**src/rtl/im_loader_pkg.sv**
```systemverilog
// Shared definitions for the instruction-memory loader and the instruction memory.
package im_loader_pkg;

  typedef enum logic [1:0] {
    ST_IDLE   = 2'd0,
    ST_ACCEPT = 2'd1,
    ST_WRITE  = 2'd2,
    ST_DONE   = 2'd3
  } im_state_e;

  localparam int unsigned BYTES_PER_WORD = 4;
  localparam int unsigned IM_BYTES       = 1024;
  localparam int unsigned MAX_WORDS      = 256;

endpackage

```
**src/rtl/im_loader.sv**
```systemverilog
// Streams 32-bit instruction words into a byte-wide instruction memory port,
// big-endian, one word per five cycles, holding the CPU via busy while loading.
module im_loader #(
  parameter int ADDR_W = 10,
  parameter int CNT_W  = 9
) (
  input  logic              clk,
  input  logic              rst,
  input  logic              start,
  input  logic [ADDR_W-1:0] base_addr,
  input  logic [CNT_W-1:0]  word_count,
  input  logic              in_valid,
  input  logic [31:0]       in_word,
  output logic              in_ready,
  output logic              mem_we,
  output logic [ADDR_W-1:0] mem_addr,
  output logic [7:0]        mem_wdata,
  output logic              busy,
  output logic              done,
  output logic              wrap_err
);
  import im_loader_pkg::*;

  localparam logic [CNT_W-1:0]  MAX_CNT    = CNT_W'(MAX_WORDS);
  localparam logic [1:0]        LAST_IDX   = 2'(BYTES_PER_WORD - 1);
  localparam logic [ADDR_W-1:0] ALIGN_MASK = ~ADDR_W'(3);

  im_state_e         state_q, state_d;
  logic [ADDR_W-1:0] addr_q,  addr_d;
  logic [CNT_W-1:0]  rem_q,   rem_d;
  logic [1:0]        idx_q,   idx_d;
  logic [31:0]       word_q,  word_d;
  logic              wrap_q,  wrap_d;
  logic [7:0]        byte_sel;

  always_ff @(posedge clk) begin
    if (rst) begin
      state_q <= ST_IDLE;
      addr_q  <= '0;
      rem_q   <= '0;
      idx_q   <= '0;
      word_q  <= '0;
      wrap_q  <= 1'b0;
    end else begin
      state_q <= state_d;
      addr_q  <= addr_d;
      rem_q   <= rem_d;
      idx_q   <= idx_d;
      word_q  <= word_d;
      wrap_q  <= wrap_d;
    end
  end

  always_comb begin
    state_d = state_q;
    addr_d  = addr_q;
    rem_d   = rem_q;
    idx_d   = idx_q;
    word_d  = word_q;
    wrap_d  = wrap_q;
    case (state_q)
      ST_IDLE: begin
        if (start) begin
          addr_d  = base_addr & ALIGN_MASK;
          rem_d   = (word_count > MAX_CNT) ? MAX_CNT : word_count;
          wrap_d  = 1'b0;
          state_d = (word_count == '0) ? ST_DONE : ST_ACCEPT;
        end
      end
      ST_ACCEPT: begin
        if (in_valid) begin
          word_d  = in_word;
          idx_d   = '0;
          state_d = ST_WRITE;
        end
      end
      ST_WRITE: begin
        // The final byte at the top address also wraps, so the flag is set
        // even when the load ends exactly on the last byte of memory.
        addr_d = addr_q + ADDR_W'(1);
        if (&addr_q) wrap_d = 1'b1;
        idx_d = idx_q + 2'd1;
        if (idx_q == LAST_IDX) begin
          rem_d   = rem_q - CNT_W'(1);
          state_d = (rem_q == CNT_W'(1)) ? ST_DONE : ST_ACCEPT;
        end
      end
      ST_DONE: state_d = ST_IDLE;
      default: state_d = ST_IDLE;
    endcase
  end

  always_comb begin
    case (idx_q)
      2'd0:    byte_sel = word_q[31:24];
      2'd1:    byte_sel = word_q[23:16];
      2'd2:    byte_sel = word_q[15:8];
      default: byte_sel = word_q[7:0];
    endcase
    in_ready  = (state_q == ST_ACCEPT);
    mem_we    = (state_q == ST_WRITE);
    mem_addr  = mem_we ? addr_q : '0;
    mem_wdata = mem_we ? byte_sel : '0;
    busy      = (state_q != ST_IDLE);
    done      = (state_q == ST_DONE);
    wrap_err  = wrap_q;
  end

endmodule

```
**config.mk**
```make
export PLATFORM = sky130hd
export DESIGN_NAME = im_loader
export DESIGN_NICKNAME = d
export VERILOG_FILES = /design/src/rtl/im_loader_pkg.sv /design/src/rtl/im_loader.sv
export SDC_FILE = /design/constraint.sdc
export NUM_CORES = 1
export LEC_CHECK = 0
export ABC_AREA = 1
export CAP_MARGIN = 20
export CORE_ASPECT_RATIO = 2
export CORE_MARGIN = 2
export CORE_UTILIZATION = 25
export CTS_CLUSTER_SIZE = 25
export DETAILED_ROUTE_END_ITERATION = 10
export HOLD_SLACK_MARGIN = 0.15
export PLACE_DENSITY = 0.52
export SYNTH_ARGS = -nofsm -noshare
export SYNTH_HDL_FRONTEND = slang
export SYNTH_SLANG_ARGS = --single-unit
```
**constraint.sdc**
```tcl
create_clock -name clk -period 1.7 [get_ports clk]
set_input_delay 0.17 -clock clk [delete_from_list [all_inputs] [get_ports clk]]
set_output_delay 0.17 -clock clk [all_outputs]
set_load 0.1 [all_outputs]
```
==> results.tsv <==
stage	metric	value	unit
status	status	finished with violations	
status	violations	setup timing	
min_path	hold_depth	3	
synthesis	yosysWarnings	0	
grt	grt_max_degree	44	
pwr	ir_drop	0.640	mV
layout	final_common_cell	nand2_1	
critical_path	rr_endpoint	rem_q[6]	
place	gp_congestion	0.802	
detailed_routing	first_iter_violations	145	
synthesis	syn_inst	453	
clock_tree	cts_made_buffers	5	
critical_path	worstReg2RegStart	state_q[0]	
clock_tree	cts_tree	yes	
pwr	cellLeakagePower	0.00171	uW
grt	grtUsageTotal	15.6	%
sta	drv_slew	0	
sta	report.final.setup_viol	8	
critical_path	path_class	flip-flop to output pin	
sta	worst_pin_slew	0.426	ns
clock_tree	cts.sinks	56	
detailed_routing	final_antenna_net_count	0	
critical_path	crit_chain	buf_4 -> ha_4 -> a21oi_2 -> a31oi_4 -> buf_12	
critical_path	r2r_cells	8	
layout	drive_gt1_share	21.5	%
sta	fmax	576	MHz
place	place_hpwl	7.24	mm
critical_path	crit_fanout	8	
min_path	hold_class	input pin to flip-flop	
detailed_routing	route.detailed.drc	0	
place	dp_slack	0.0624	ns
grt	antenna_found_initial	0	
floorplanning	core_area	11700	um2
flow_run	cap_violations	0	
sta	slew_headroom	71.6	%
grt	grt_pass1_vias	3367	
layout	fillers	1182	
clock_tree	worstSkewPairLatency	0.30	ns
detailed_routing	dr.pass1.iters	4	
clock_tree	postCtsHoldBufs	0	
floorplanning	ios	78	
synthesis	synth_cell_types	27	
critical_path	cp-end-kind	output pin	
critical_path	slowest_delay	0.40	ns
clock_tree	root_buffer	clkbuf_16	
sta	fin_crit	1.74	ns
floorplanning	start_util	25.7	%
synthesis	ys_seq_area_share	37.3	%
layout	fin_nets	593	
clock_tree	h-tree-depth	2	
layout	n_antenna_cell	0	
layout	area_growth	58.8	%
critical_path	r2r_slack	0.17	ns
critical_path	cp-start-kind	flip-flop	
floorplanning	die_w	81.5	um
place	portBuffers	75	
detailed_routing	vias_per_cell	4.78	
critical_path	worstPathRequired	1.53	ns
synthesis	synth_area	3010	um2
sta	min_period_over_period	102	%
synthesis	ys_ff_latch	56	
min_path	hold_start	in_word[21]	
critical_path	crit_slowest_cell	dfxtp_4	
min_path	min_to	word_q[21]	
pwr	finalPower	3850	uW
detailed_routing	wl_per_cell	14.3	um
sta	skew	0.00501	ns
floorplanning	rows	56	
sta	rsz0062_at_grt	yes	
critical_path	critPathLaunch	idx_q[0]	
pwr	power.density	806	nW/um2
floorplanning	die_h	159	um
detailed_routing	vias	3230	
layout	final_cell_mix	98 x nand2_1, 58 x a21oi_1, 52 x dfxtp_1, 52 x clkdlybuf4s50_1, 51 x nand3_1	
synthesis	avgSynthCellArea	6.63	um2
critical_path	arrival	1.57	ns
sta	final_hold_viol_count	0	
clock_tree	clk_path_buf_depth	2	
grt	grt_overflow_total	0	
grt	grt_pass1_wl	15.8	mm
clock_tree	clk_transition_reported_paths	0.08	ns
detailed_routing	routed_wl	9.64	mm
synthesis	synthesis.nets	516	
sta	fin_ws	-0.0354	ns
floorplanning	die-area	13000	um2
## per-stage QoR
stage / hold slack, ns / TNS, ns / instances / util (%) / cell area, um2
global placement: 0.449 / 0 / 662 / 37.4 / 4380
finish: 0.446 / -0.232 / 676 / 40.8 / 4770
global route: 0.453 / -0.627 / 676 / 40.8 / 4770
detailed placement: 0.454 / 0 / 662 / 37.4 / 4380
CTS: 0.439 / -0.221 / 673 / 40.5 / 4740
floorplan: 0.330 / -1.50 / 453 / - / 3210
## registers in the layout, summed over array words and instances, names as in the netlist
register,count
addr_q,10
idx_q,2
rem_q,9
state_q,2
word_q,32
wrap_err,1
## worst max path at each step
stage | end | slack (ns) | cells past startpoint
2_1_floorplan | mem_addr[0] | -0.38 | 4
3_3_place_gp | mem_wdata[7] | 0.08 | 6
3_5_place_dp | mem_wdata[1] | 0.06 | 5
4_1_cts | mem_wdata[7] | -0.03 | 6
5_1_grt | mem_wdata[2] | -0.08 | 6
6_report | mem_wdata[7] | -0.04 | 5
## cells by family (layout without fill, tap and decap cells)
logic type	count (synthesis)	in the layout	share of synthesized area, %
adder cells (fa/ha/maj)	8	8	3.33
AND/OR/NAND/NOR	210	210	29.8
flip-flops	56	56	37.3
buffers and inverters	68	146	9.99
AO/OA/AOI/OAI	111	111	19.6
## critical path: cells and delay by family, from the launching register on
kind	cells	cell delay (ns)
AOI/OAI and AO/OA	2	0.29
adders and majority gates	1	0.26
buffers and inverters	2	0.33
DFF	1	0.40
## where the power goes
group / leakage [uW] / internal [uW] / switching [uW]
clock network: 0.0000808 / 695 / 485
logic: 0.00117 / 466 / 703
registers: 0.000459 / 1410 / 85.2
## cells in the mapped netlist, drive strengths merged
master | instances | share of area (%)
ha | 8 | 3.3
dfxtp | 56 | 37
nand3 | 51 | 8.5
o211ai | 2 | 0.50
o31ai | 1 | 0.25
a31oi | 13 | 2.7
nand2 | 106 | 13
nor2 | 45 | 6.3
clkbuf | 11 | 1.4
a22oi | 1 | 0.25
or2 | 2 | 0.42
buf | 16 | 3.5
a21oi | 66 | 11
nand4 | 3 | 0.62
inv | 41 | 5.1
a211oi | 1 | 0.25
nor3 | 3 | 0.50
o21ai | 27 | 4.6
## area by class of cell
type                    instances  area [um2]  area share [%]
clock buffers                   6         129            2.70
clock inverters                 2        35.0           0.734
inverters                      41         169            3.54
multi-input cells             329        1910            40.1
flip-flops and latches         56        1130            23.7
well taps                     145         181            3.80
repair buffers                 97        1210            25.4
## per-layer routing
layer / vias to the layer above / track usage [%] / part of all wire [%]
met5: - / 0 / 0
met4: 0 / 7.40 / 3.7
met3: 18 / 2.10 / 3.9
met2: 90 / 29.6 / 56
met1: 1474 / 15.7 / 37
li1: 1648 / - / -
## timing repair
item | CTS | global route
gates resized for setup | 41 | 4
endpoints found under the setup margin | 9 | 9
pin swaps | 7 | 4
gates cloned | 0 | 0
buffers inserted | 3 | 3
(Power assumes the default switching activity.)
